<file path="config.mk">
export PLATFORM = sky130hd
export DESIGN_NAME = lift_motion_ctrl
export DESIGN_NICKNAME = d
export VERILOG_FILES = /design/src/rtl/lift_pkg.sv /design/src/rtl/lift_tick_timer.sv /design/src/rtl/lift_motion_ctrl.sv
export SDC_FILE = /design/constraint.sdc
export NUM_CORES = 1
export LEC_CHECK = 0
export CAP_MARGIN = 20
export CORE_UTILIZATION = 56
export DETAILED_ROUTE_END_ITERATION = 7
export DONT_BUFFER_PORTS = 1
export PLACE_DENSITY_LB_ADDON = 0.12
export SETUP_SLACK_MARGIN = 0.15
export SYNTH_ARGS = -nofsm -noshare
export SYNTH_HDL_FRONTEND = slang
export SYNTH_SLANG_ARGS = --single-unit
export TNS_END_PERCENT = 100
</file>
<file path="constraint.sdc">
create_clock -name clk -period 10 [get_ports clk]
set_clock_uncertainty 0.2 [all_clocks]
set_input_delay 1.5 -clock clk [delete_from_list [all_inputs] [get_ports clk]]
set_output_delay 1.5 -clock clk [all_outputs]
set_load 0.1 [all_outputs]
</file>
<file path="src/rtl/lift_pkg.sv">
// Shared types and sizing helper for the lift motion sequencer.
package lift_pkg;

    localparam int FLOOR_W = 4;

    typedef logic [FLOOR_W-1:0] floor_t;

    typedef enum logic [1:0] {
        IDLE = 2'd0,
        LOAD = 2'd1,
        MOVE = 2'd2,
        DOOR = 2'd3
    } lift_state_t;

    // Width that holds (max(a,b) - 1); never below one bit.
    function automatic int tick_width(input int a, input int b);
        int m;
        m = (a > b) ? a : b;
        return (m <= 2) ? 1 : $clog2(m);
    endfunction

endpackage

</file>
<file path="src/rtl/lift_tick_timer.sv">
// Loadable down-counter paced by the sequencer; shared by the travel and door phases.
module lift_tick_timer #(
    parameter int W = 3
) (
    input  logic         clk,
    input  logic         rst,
    input  logic         load,
    input  logic [W-1:0] load_val,
    input  logic         en,
    output logic         zero
);

    logic [W-1:0] r_count;

    always_ff @(posedge clk or posedge rst) begin
        if (rst) begin
            r_count <= '0;
        end else if (load) begin
            r_count <= load_val;
        end else if (en && (r_count != '0)) begin
            r_count <= r_count - W'(1);
        end
    end

    assign zero = (r_count == '0);

endmodule

</file>
<file path="src/rtl/lift_motion_ctrl.sv">
// Per-lift motion sequencer: pops one floor request, steps the car floor by floor, holds the door.
// Optional macro LIFT_ESTOP_EN adds an estop input that freezes motion and door timing.
module lift_motion_ctrl
    import lift_pkg::*;
#(
    parameter int NUM_FLOORS  = 16,
    parameter int FLOOR_TICKS = 8,
    parameter int DOOR_TICKS  = 4,
    parameter int RESET_FLOOR = 0
) (
    input  logic       clk,
    input  logic       rst,
`ifdef LIFT_ESTOP_EN
    input  logic       estop,
`endif
    input  logic       q_empty,
    input  logic [3:0] q_dout,
    output logic       q_rd,
    output logic [3:0] curr_floor,
    output logic       motor_up,
    output logic       motor_dn,
    output logic       door_open,
    output logic       arrived,
    output logic       req_drop,
    output logic       busy
);

    localparam int            TW           = tick_width(FLOOR_TICKS, DOOR_TICKS);
    localparam logic [TW-1:0] FLOOR_RELOAD = TW'(FLOOR_TICKS - 1);
    localparam logic [TW-1:0] DOOR_RELOAD  = TW'(DOOR_TICKS - 1);
    localparam floor_t        RST_FLOOR    = floor_t'(RESET_FLOOR);

    lift_state_t   r_state;
    lift_state_t   w_state_nxt;
    floor_t        r_curr_floor;
    floor_t        r_target;
    floor_t        w_floor_nxt;
    floor_t        w_target_nxt;
    floor_t        w_step_floor;
    logic          w_estop;
    logic          w_going_up;
    logic          w_target_oor;
    logic          w_tmr_load;
    logic          w_tmr_en;
    logic          w_tmr_zero;
    logic [TW-1:0] w_tmr_val;

`ifdef LIFT_ESTOP_EN
    assign w_estop = estop;
`else
    assign w_estop = 1'b0;
`endif

    // Valid targets keep the step direction pointing inward, so the floor never leaves range.
    assign w_going_up   = (r_target > r_curr_floor);
    assign w_step_floor = w_going_up ? (r_curr_floor + floor_t'(1)) : (r_curr_floor - floor_t'(1));
    assign w_target_oor = ({1'b0, r_target} >= 5'(NUM_FLOORS));

    lift_tick_timer #(.W(TW)) u_timer (
        .clk      (clk),
        .rst      (rst),
        .load     (w_tmr_load),
        .load_val (w_tmr_val),
        .en       (w_tmr_en),
        .zero     (w_tmr_zero)
    );

    always_ff @(posedge clk or posedge rst) begin
        if (rst) begin
            r_state <= IDLE;
        end else begin
            r_state <= w_state_nxt;
        end
    end

    always_ff @(posedge clk or posedge rst) begin
        if (rst) begin
            r_curr_floor <= RST_FLOOR;
            r_target     <= RST_FLOOR;
        end else begin
            r_curr_floor <= w_floor_nxt;
            r_target     <= w_target_nxt;
        end
    end

    always_comb begin
        w_state_nxt  = r_state;
        w_floor_nxt  = r_curr_floor;
        w_target_nxt = r_target;
        w_tmr_load   = 1'b0;
        w_tmr_val    = '0;
        w_tmr_en     = 1'b0;
        q_rd         = 1'b0;
        motor_up     = 1'b0;
        motor_dn     = 1'b0;
        door_open    = 1'b0;
        arrived      = 1'b0;
        req_drop     = 1'b0;
        case (r_state)
            IDLE: begin
                if (!q_empty && !w_estop) begin
                    w_target_nxt = q_dout;
                    w_state_nxt  = LOAD;
                end
            end
            LOAD: begin
                q_rd = 1'b1;
                if (w_target_oor) begin
                    req_drop    = 1'b1;
                    w_state_nxt = IDLE;
                end else if (r_target == r_curr_floor) begin
                    arrived     = 1'b1;
                    w_state_nxt = DOOR;
                    w_tmr_load  = 1'b1;
                    w_tmr_val   = DOOR_RELOAD;
                end else begin
                    w_state_nxt = MOVE;
                    w_tmr_load  = 1'b1;
                    w_tmr_val   = FLOOR_RELOAD;
                end
            end
            MOVE: begin
                if (!w_estop) begin
                    motor_up = w_going_up;
                    motor_dn = (r_target < r_curr_floor);
                    w_tmr_en = 1'b1;
                    if (w_tmr_zero) begin
                        w_floor_nxt = w_step_floor;
                        w_tmr_load  = 1'b1;
                        w_tmr_val   = FLOOR_RELOAD;
                        if (w_step_floor == r_target) begin
                            arrived     = 1'b1;
                            w_state_nxt = DOOR;
                            w_tmr_val   = DOOR_RELOAD;
                        end
                    end
                end
            end
            DOOR: begin
                door_open = 1'b1;
                if (!w_estop) begin
                    w_tmr_en = 1'b1;
                    if (w_tmr_zero) begin
                        w_state_nxt = IDLE;
                    end
                end
            end
            default: w_state_nxt = IDLE;
        endcase
    end

    assign curr_floor = r_curr_floor;
    assign busy       = (r_state != IDLE);

endmodule

</file>
==> impl_results.md <==
- Unique masters post-synth: 36
- Critical Path Start Type: register
- Critical path peak fanout: 5
- Sequential area share after synthesis: 32.2%
- Final hold violations: 0
- GRT Residual Overflow: 0
- Wire per inst: 13.4 um
- Detailed-route via count: 730
- Rows: 14
- Antenna Violating Nets Remaining: 0
- Initial core utilization: 63.4%
- Worst slew margin: 27.8%
- Root Buffer Master: clkbuf_4
- GRT Total Usage: 21.4%
- Peak Freq: 0.150 GHz
- Post-CTS setup repair buffer count: 0
- Met1 usage: 28.0%
- Run status: complete, no violations
- Met2 GRT Util: 34.4%
- Mapped Cells: 111
- Post-synth top cells: dfrtp_1 (13), ha_1 (13), inv_1 (13), nand2_1 (12), o21ai_0 (9)
- Maximum root-to-sink buffer count: 2
- Synth Flop Type: dfrtp_1
- Mux share of post-synthesis cell area: 4.46%
- Die height: 44.5 um
- YS warnings: 0
- Post-synth top area cell: dfrtp_1
- Die X-Extent: 44.5 um
- Minimum clock period: 6660 ps
- Post-synth EDFFs: 0
- Synth Area in XOR/XNOR: 8.29%
- DRT Pass-1 Iters: 4
- Core area: 1590 um^2
- Clock Latency Late Sink: 280 ps
- Placed insts: 132
- Post-synthesis compound-gate area fraction: 13.9%
- Layout cells sized above 1: 8.93%
- DR DRC count: 0
- CP required: 8300 ps
- CTS H-tree lvls: 1
- GP Congestion: 0.807
- CTS tree: built
- Number of cells upsized or downsized after cts: 0
- Hold Path Class: reg2reg
- WS Path Type: reg2out
- Number of global-route vias before repair: 680
- Initial DRC Count: 10
- I/O Buffers: 0
- Clock transition at path regs: 80 ps
- Share of the synthesized area in the top cell type: 32.2%
- Arrival time worst endpoint: 4960 ps
- Least-Margin Pin Slew: 1080 ps
- Adder-cell share of the synthesized area: 18.1%
- WHS: 330 ps
- Initial antenna violation count: 0
- Final setup TNS: 0 ps
- Busiest grt layer: met2
- Num CTS Buffers: 3
- I/O pins: 18
- RSZ-0062 raised after global routing: no
- Ys async rst share: 100%
- Antenna cells: 0
- Vias per cell: 5.37
- # clock sinks: 13
- GR Util met3: 8.16%
- Final instance area: 1060 um^2
- Mapped Area: 1010 um^2
- # setup viols final: 0
- Syn nets: 132
- Fin. max-slew vios: 0
- Post-Synth Simple-Gate Area: 16.5%
- Pin count of the biggest net entering global routing: 14
- First-pass GRT wire length: 2.98 mm
- Largest family of logic cells by synthesized area: adder cells
- Non-filler cells, final: 136
- Area Growth Syn to Fin: 4.58%
- Placed inst area: 1030 um^2
- Final wirelength: 1.82 mm
- Flops & latches, synth: 13
- Ranking of synthesized cells by area: dfrtp_1 (32%), ha_1 (16%), xnor2_1 (5.2%)
- Hold-fix buffers, CTS: 0
- Nets: 134
- Max_cap viols: 0
- Die area: 1980 um^2
- Syn avg cell area: 9.11 um^2
- Fin crit share: 66.6%
- Hpwl dp: 1.48 mm
- Crit end category: output port
cell type report:
cell class | instances | area, um^2
clock buffer | 3 | 22.5
clock inverter | 1 | 5.00
fill | 124 | 537
inverter | 13 | 48.8
multi-input combinational | 82 | 626
sequential | 13 | 325
tap | 24 | 30.0
kinds of logic after synthesis:
group / count (synthesis)
xor gates and xnor gates: 8
and+or+nand+nor: 33
muxes: 4
AOI/OAI and AO/OA: 22
buffers and inverters: 16
DFF: 13
other: 1
adders and majority gates: 14
metrics by stage:
step / setup WS (ps) / util [%]
2_1_floorplan: 2630 / -
3_3_place_gp: 3760 / 64.6
3_5_place_dp: 3660 / 64.6
4_1_cts: 3350 / 66.3
5_1_grt: 3100 / 66.3
6_report: 3340 / 66.3
critical path, stage by stage (launching register included):
cell	delay, ps
dfrtp_1	980
inv_1	220
ha_1	370
nor2b_1	170
o211ai_1	130
a21oi_1	270
inv_1	100
ha_1	290
a21o_1	110
a21oi_1	90
a211oi_1	480
nor3_1	90
or3b_2	510
o21ai_2	860
placed cells by master, fill, tap and decap left out, types with 3 or more instances in the layout:
master and count:
inv_1 13, ha_1 13, dfrtp_1 13, nand2_1 12
o21ai_0 8, nor2_1 6, xnor2_1 6, a21oi_1 3
mux2_2 3, clkbuf_4 3
state kept, by name, summed over array words and instances (netlist names):
register / count
u_timer.r_count: 3
r_target: 4
r_state: 2
curr_floor: 4
final timing paths:
check / end / start / cells past startpoint / slack [ps]
min reg2reg: u_timer.r_count[0]$_DFFE_PP0P_ / u_timer.r_count[0]$_DFFE_PP0P_ / 2 / 330
min in group asynchronous: u_timer.r_count[0]$_DFFE_PP0P_ / rst / 1 / 920
max: arrived / curr_floor[1]$_DFFE_PP0P_ / 13 / 3340
max in group asynchronous: curr_floor[0]$_DFFE_PP0P_ / rst / 1 / 8340
min: u_timer.r_count[0]$_DFFE_PP0P_ / u_timer.r_count[0]$_DFFE_PP0P_ / 2 / 330
max reg2reg: r_state[1]$_DFFE_PP0P_ / curr_floor[1]$_DFFE_PP0P_ / 12 / 5340
routing by layer:
metal	vias up	wire length, um
li1	378	-
met1	331	850
met2	19	853
met3	2	104
met4	0	13
met5	-	0
Power is left out: the tool's default activity adds up to more than one toggle a clock period on the data nets, which glitch-free logic cannot reach.
